==> src/rtl/pbox_context_loader.sv <==
// Context loader: assembles WORD_WIDTH stream words into CONTEXT_WIDTH entries
// and writes them to consecutive context memory addresses.
module pbox_context_loader #(
  parameter int unsigned CONTEXT_WIDTH = 80,
  parameter int unsigned ADDR_WIDTH    = 8,
  parameter int unsigned WORD_WIDTH    = 32
) (
  input  logic                     CLK_I,
  input  logic                     RST_N_I,
  input  logic                     START_I,
  input  logic [ADDR_WIDTH-1:0]    BASE_ADDR_I,
  input  logic [ADDR_WIDTH:0]      COUNT_I,
  input  logic                     ABORT_I,
  input  logic [WORD_WIDTH-1:0]    WORD_I,
  input  logic                     WORD_VALID_I,
  output logic                     WORD_READY_O,
  output logic [ADDR_WIDTH-1:0]    WR_ADDR_O,
  output logic [CONTEXT_WIDTH-1:0] WR_DATA_O,
  output logic                     WR_EN_O,
  output logic                     BUSY_O,
  output logic                     DONE_O
);

  localparam int unsigned WPE   = (CONTEXT_WIDTH + WORD_WIDTH - 1) / WORD_WIDTH;
  localparam int unsigned IDX_W = (WPE > 1) ? $clog2(WPE) : 1;
  localparam int unsigned ASM_W = WPE * WORD_WIDTH;
  localparam int unsigned CNT_W = ADDR_WIDTH + 1;
  localparam logic [IDX_W-1:0] LAST_IDX = IDX_W'(WPE - 1);

  typedef enum logic [1:0] {StIdle, StLoad, StWrite, StDone} state_e;

  state_e                   state_q, state_d;
  logic [IDX_W-1:0]         idx_q, idx_d;
  logic [ASM_W-1:0]         asm_q, asm_d, asm_next;
  logic [ADDR_WIDTH-1:0]    addr_q, addr_d;
  logic [CNT_W-1:0]         count_q, count_d;
  logic [ADDR_WIDTH-1:0]    wr_addr_q, wr_addr_d;
  logic [CONTEXT_WIDTH-1:0] wr_data_q, wr_data_d;
  logic                     word_ready, wr_en, busy, done;

  // Assembly register with the incoming word dropped into the current slot.
  always_comb begin
    asm_next = asm_q;
    for (int k = 0; k < WPE; k++) begin
      if (idx_q == IDX_W'(k)) asm_next[k*WORD_WIDTH +: WORD_WIDTH] = WORD_I;
    end
  end

  // Padding bits of the last word above CONTEXT_WIDTH are never written out.
  if (ASM_W > CONTEXT_WIDTH) begin : g_pad
    logic unused_pad;
    assign unused_pad = ^asm_next[ASM_W-1:CONTEXT_WIDTH];
  end

  // Next-state, datapath next values and output decode.
  always_comb begin
    state_d    = state_q;
    idx_d      = idx_q;
    asm_d      = asm_q;
    addr_d     = addr_q;
    count_d    = count_q;
    wr_addr_d  = wr_addr_q;
    wr_data_d  = wr_data_q;
    word_ready = 1'b0;
    wr_en      = 1'b0;
    busy       = 1'b1;
    done       = 1'b0;
    unique case (state_q)
      StIdle: begin
        busy = 1'b0;
        if (START_I) begin
          addr_d  = BASE_ADDR_I;
          count_d = COUNT_I;
          idx_d   = '0;
          asm_d   = '0;
          state_d = (COUNT_I == '0) ? StDone : StLoad;
        end
      end
      StLoad: begin
        word_ready = 1'b1;
        if (ABORT_I) begin
          // Abort wins over a word arriving in the same cycle.
          idx_d   = '0;
          state_d = StIdle;
        end else if (WORD_VALID_I) begin
          asm_d = asm_next;
          if (idx_q == LAST_IDX) begin
            idx_d     = '0;
            wr_data_d = asm_next[CONTEXT_WIDTH-1:0];
            wr_addr_d = addr_q;
            state_d   = StWrite;
          end else begin
            idx_d = idx_q + 1'b1;
          end
        end
      end
      StWrite: begin
        if (ABORT_I) begin
          state_d = StIdle;
        end else begin
          wr_en   = 1'b1;
          addr_d  = addr_q + 1'b1;
          count_d = count_q - 1'b1;
          state_d = (count_q == CNT_W'(1)) ? StDone : StLoad;
        end
      end
      StDone: begin
        done    = 1'b1;
        state_d = StIdle;
      end
      default: state_d = StIdle;
    endcase
  end

  // FSM state register.
  always_ff @(posedge CLK_I) begin
    if (!RST_N_I) state_q <= StIdle;
    else          state_q <= state_d;
  end

  // Datapath registers; write port outputs hold between writes.
  always_ff @(posedge CLK_I) begin
    if (!RST_N_I) begin
      idx_q     <= '0;
      asm_q     <= '0;
      addr_q    <= '0;
      count_q   <= '0;
      wr_addr_q <= '0;
      wr_data_q <= '0;
    end else begin
      idx_q     <= idx_d;
      asm_q     <= asm_d;
      addr_q    <= addr_d;
      count_q   <= count_d;
      wr_addr_q <= wr_addr_d;
      wr_data_q <= wr_data_d;
    end
  end

  assign WORD_READY_O = word_ready;
  assign WR_EN_O      = wr_en;
  assign BUSY_O       = busy;
  assign DONE_O       = done;
  assign WR_ADDR_O    = wr_addr_q;
  assign WR_DATA_O    = wr_data_q;

endmodule

==> config.mk <==
export PLATFORM = sky130hd
export DESIGN_NAME = pbox_context_loader
export DESIGN_NICKNAME = d
export VERILOG_FILES = /design/src/rtl/pbox_context_loader.sv
export SDC_FILE = /design/constraint.sdc
export NUM_CORES = 1
export LEC_CHECK = 0
export CAP_MARGIN = 0
export CORE_ASPECT_RATIO = 1.75
export CORE_MARGIN = 1
export CORE_UTILIZATION = 40
export DETAILED_ROUTE_END_ITERATION = 10
export GPL_ROUTABILITY_DRIVEN = 0
export GPL_TIMING_DRIVEN = 0
export PLACE_DENSITY = 0.8
export SLEW_MARGIN = 40
export SYNTH_ARGS = -nofsm -noshare
export SYNTH_HDL_FRONTEND = slang
export SYNTH_SLANG_ARGS = --single-unit
==> constraint.sdc <==
create_clock -name CLK_I -period 1.6 [get_ports CLK_I]
set_clock_uncertainty 0.1 [all_clocks]
set_input_delay 0.16 -clock CLK_I [delete_from_list [all_inputs] [get_ports CLK_I]]
set_output_delay 0.16 -clock CLK_I [all_outputs]
set_load 0.05 [all_outputs]
* Word-level counts from Yosys, hierarchy flattened
Cells that the tools add are included.
Storage, ports and cells: bits in registers 189, input bits 54, output and inout port bits 92, word-level logic and storage cells 64
Cells by class: $add $sub $neg 3, eq/ne operators 12, mux-type cells 31, bitwise logic cells 1, reduce and logical (&&, ||, !) cells 10
Operators with widths (number):
- two-way mux 80 bit | 3
- one-hot mux 80 bit (2 select lines) | 1
- two-way mux 32 bit | 2
- two-way mux 2 bit | 11
- two-way mux 9 bit | 2
- one-hot mux 9 bit (2 select lines) | 1
- two-way mux 16 bit | 1
- two-way mux 8 bit | 2
- one-hot mux 8 bit (2 select lines) | 1
- equality test 9 x 1 -> 1 bit, second input constant | 1
- zero test 9 bit | 1
- AND reduction 3 bit | 3
- subtractor 9 x 1 -> 9 bit, second input constant | 1
- adder 8 x 1 -> 8 bit, second input constant | 1
- inequality test 2 bit, second input constant | 4
- one-hot mux 2 bit (4 select lines) | 1
- AND reduction 4 bit | 2
- equality test 2 bit, second input constant | 3
- inequality test 3 bit, second input constant | 2
- two-way mux 1 bit | 5
- equality test 2 x 1 -> 1 bit, second input constant | 2
- zero test 2 bit | 2
- one-hot mux 2 bit (2 select lines) | 1
- nonzero test 2 bit | 2
- other kinds (2) | 2

* Longest topological paths before layout
depth in word-level cells 5, mapped depth 7, mapped depth without buffers 6

* Worst setup path before layout
OpenSTA, ideal clock, no wires.
kind reg-to-reg, from register state_q[0], to register state_q[1], arrival time 1.760 ns, setup slack -0.319 ns, stages on the path, launching flop included 6, path buffers 1, clock period less this slack 1.919 ns, cells stage by stage dfxtp_1 -> nand2b_1 -> clkbuf_1 -> nor2_1 -> and4b_1 -> o221a_2
On the way: cells in the longest elaborated chain, start to end 3, elaborated cells on any way between the ends 9
RTL lines:
- start: declaration | RTL line 32 | state_e state_q, state_d;
- start signal: assignment | RTL line 117 | if (!RST_N_I) state_q <= StIdle;
- start signal: assignment | RTL line 118 | else state_q <= state_d;
- equality test 2 x 1 -> 1 bit / zero test 2 bit (equally long branches) | RTL line 68 | unique case (state_q)
- inequality test 3 bit (no line) / inequality test 2 bit (equally long branches)
- AND reduction 3 bit (no line)
Parallel ways exist; a longest one is shown, timed or not. A chain may end at the register's enable or synchronous reset.

* Worst setup path in the final report
from register state_q[1], to register wr_data_q[28] (netlist: WR_DATA_O[28])
On the way: cells in the longest elaborated chain, start to end 2
RTL lines:
- equality test 2 x 1 -> 1 bit | RTL line 68
- AND reduction 4 bit (no line)
- end signal: assignment | RTL line 136 | wr_data_q <= wr_data_d;
- end: declaration | RTL line 38 | logic [CONTEXT_WIDTH-1:0] wr_data_q, wr_data_d;
Every way passes these cells.

==> results.sh <==
export IMPL_outcome="finished, violations left"
export IMPL_violations="negative setup slack"
export IMPL_clk_path_buf_depth=2
export IMPL_synth_area_per_cell_um2=9.25
export IMPL_rsz0062_at_grt="yes"
export IMPL_overflow=0
export IMPL_worst_slack_ps=-148
export IMPL_cpMostUsedCell="buf_8"
export IMPL_tightest_slew_ps=596
export IMPL_layout_nets=983
export IMPL_clock_fmax_mhz=572
export IMPL_grt_pass1_vias=5990
export IMPL_ys_types=45
export IMPL_track_usage=0.243
export IMPL_timing_rr_start="state_q[1]"
export IMPL_ys_flop_type="dfxtp_1"
export IMPL_drive_gt1_frac=0.265
export IMPL_synth_edff_count=0
export IMPL_die_area_um2=17100
export IMPL_setup_worst_path_start="state_q[1]"
export IMPL_ir_drop_v=0.000780
export IMPL_seq_area_frac_synth=0.522
export IMPL_wl_per_cell_um=20.0
export IMPL_fin_setup_tns_ps=-11110
export IMPL_initial_core_util=0.408
export IMPL_max_stage_delay_ps=360
export IMPL_synth_cells=718
export IMPL_rr_worst_depth=8
export IMPL_vias_per_cell=5.72
export IMPL_arrival_ps=2020
export IMPL_ys_warn_count=0
export IMPL_drc=0
export IMPL_fin_hold_ws_ps=140
export IMPL_hold_viol_final=0
export IMPL_synthTopCellsByCount="nand2_1, dfxtp_1, a21boi_0"
export IMPL_cts_root_buf="clkbuf_16"
export IMPL_start_kind="register"
export IMPL_p_comb_frac=0.119
export IMPL_yosys_top_cells_area="dfxtp_1, nand2_1, a32o_1"
export IMPL_rows=62
export IMPL_timing_rr_end="WR_DATA_O[28]"
export IMPL_syn_to_final_growth_pct=52.2
export IMPL_htree_levels=4
export IMPL_place_hpwl_mm=14.1
export IMPL_critical_path_required_ps=1870
export IMPL_cap_violations=0
export IMPL_final_max_slew_viol_count=0
export IMPL_finalSetupViolCount=151
export IMPL_pwr_share_clk=0.427
export IMPL_cts_sinks=173
export IMPL_diodes=0
export IMPL_power_density_nw_per_um2=982
export IMPL_ant_nets=0
export IMPL_synth_top_area_frac=0.522
export IMPL_syn_nets=775
export IMPL_cts_buffers=17
export IMPL_path_cells="and2b_4 -> and4b_1 -> buf_6 -> buf_12 -> buf_8 -> buf_8 -> nand2_2 -> a21boi_1"
export IMPL_fin_crit_sh=1.09
export IMPL_top_level_ports=146
export IMPL_clock_latency_ps=430
export IMPL_die_y_um=172
export IMPL_endpoint="WR_DATA_O[28]"
export IMPL_reg2reg_slack_ps=-150
export IMPL_p_int_mw=7.21
export IMPL_dr_pass1_iters=6
export IMPL_dp_worst_setup_slack_ps=-1000
export IMPL_slew_headroom=0.603
export IMPL_synth_most_common_cell="nand2_1"
export IMPL_cellLeakagePower_nw=4.37
export IMPL_seqPwrFrac=0.453
export IMPL_ys_ff_latch=173
export IMPL_grt_pass1_wl_mm=31.4
export IMPL_vias=6465
export IMPL_core_um2=16300
export IMPL_critical_path_slowest_cell="dfxtp_4"
export IMPL_die_w_um=99.4
export IMPL_grt_max_degree=19
export IMPL_hold_buffers=0
export IMPL_endpoint_kind="register"
export IMPL_synthArstFlopShare=0
export IMPL_final_min_clock_period_ps=1750
export IMPL_drt_iter0_markers=382
export IMPL_cp_max_fo=5
export IMPL_path_clk_slew_ps=80
export IMPL_swShare=0.273
export IMPL_syn_cell_area_um2=6640
export IMPL_wl_mm=22.6
export IMPL_synth_area_leader_cell="dfxtp_1"
export IMPL_critPathKind="reg2reg"
export IMPL_min_path_type="in2reg"
export IMPL_io_buffers=145
export IMPL_fillers=1301
export IMPL_power_switching_mw=2.71
export IMPL_tritoncts="built"
export IMPL_antenna_found_initial=0
## per-stage QoR
stage	util	total power, mW	std cells	area (µm²)
2_1_floorplan	-	5.08	718	6690
3_5_place_dp	0.515	5.45	1055	8390
3_3_place_gp	0.514	5.44	1055	8380
6_report	0.620	9.92	1131	10100
4_1_cts	0.588	9.72	1119	9590
5_1_grt	0.620	10.2	1131	10100
## cell type report
class                      instances  area [µm²]  area share
sequential                       173        3480       0.345
inverter                           4        15.0     0.00149
clock inverter                    14         169      0.0167
clock buffer                      18         429      0.0425
timing repair buffer             193        1850       0.183
tap                              192         240      0.0238
buffer                            59         554      0.0548
multi-input combinational        478        3360       0.333
## registers in the layout, summed over array words and instances, names as in the netlist
name,cells
WR_DATA_O,80
idx_q,2
state_q,2
count_q,9
WR_ADDR_O,8
addr_q,8
asm_q,64
## layout by cell type, fill, tap and decap left out, types with 4 or more instances in the layout
cell,synthesis,final
inv_1,4,4
a32o_1,66,66
nor3_1,6,6
clkbuf_1,44,11
buf_12,0,7
clkdlybuf4s50_1,0,48
o21ai_0,15,12
nand2_1,193,150
clkbuf_2,0,30
o211a_1,6,6
a21boi_2,0,28
nor2_1,22,20
a21boi_1,13,53
dlygate4sd2_1,0,59
clkbuf_16,0,22
buf_8,0,13
clkdlybuf4s15_1,0,20
inv_8,0,7
a21oi_1,14,12
buf_6,0,20
nand2_2,0,17
buf_4,1,34
nand3_1,5,5
nand2_4,0,26
dfxtp_1,173,164
a21boi_0,81,12
dfxtp_2,0,6
o211ai_1,4,4
## worst min-delay path by stage
stage                    endpoint  depth (start not counted)  slack (ps)       start
global placement    WR_DATA_O[34]                          2         340   asm_q[34]
detailed placement  WR_DATA_O[42]                          2         350   asm_q[42]
finish                 count_q[1]                          3         140  COUNT_I[1]
CTS                    count_q[1]                          3         150  COUNT_I[1]
floorplan           WR_DATA_O[64]                          2         200   WORD_I[0]
global route           count_q[2]                          4         170  COUNT_I[2]
## layer usage
| metal | wire (µm) | global-route usage | vias to the layer above |
|---|---|---|---|
| met1 | 7550 | 0.232 | 3093 |
| met3 | 1320 | 0.0457 | 95 |
| met2 | 12300 | 0.470 | 309 |
| met5 | 0 | 0 | - |
| met4 | 1490 | 0.152 | 0 |
| li1 | - | - | 2968 |
## critical path: cells and delay by family (launching register included)
kind | cells | cell delay (ps)
and+or+nand+nor | 3 | 550
buffers and inverters | 4 | 540
DFF | 1 | 360
AOI/OAI and AO/OA | 1 | 130
## cell families (layout without fill, tap and decap cells)
group                      Yosys count  after routing  share of synthesized area
AOI/OAI and AO/OA                  213            213                      0.260
muxes                                1              1                    0.00170
adders and majority gates            3              3                    0.00565
and+or+nand+nor                    261            261                      0.169
DFF                                173            173                      0.522
buffers and inverters               67            288                     0.0417
## power groups by stage
stage          combinational, mW  sequential [mW]  clock [mW]
3_3_place_gp               0.878             4.57           0
5_1_grt                     1.25             4.50        4.41
2_1_floorplan              0.530             4.55           0
3_5_place_dp               0.884             4.57           0
4_1_cts                     1.00             4.47        4.24
6_report                    1.18             4.50        4.24
## repair_timing
action                     in CTS  in global routing
gates cloned                    8                  5
pin swaps                      25                 92
buffers inserted               25                 16
gates resized for setup       278                225
setup endpoints to repair     265                205
Power figures use the tool's default switching activity.
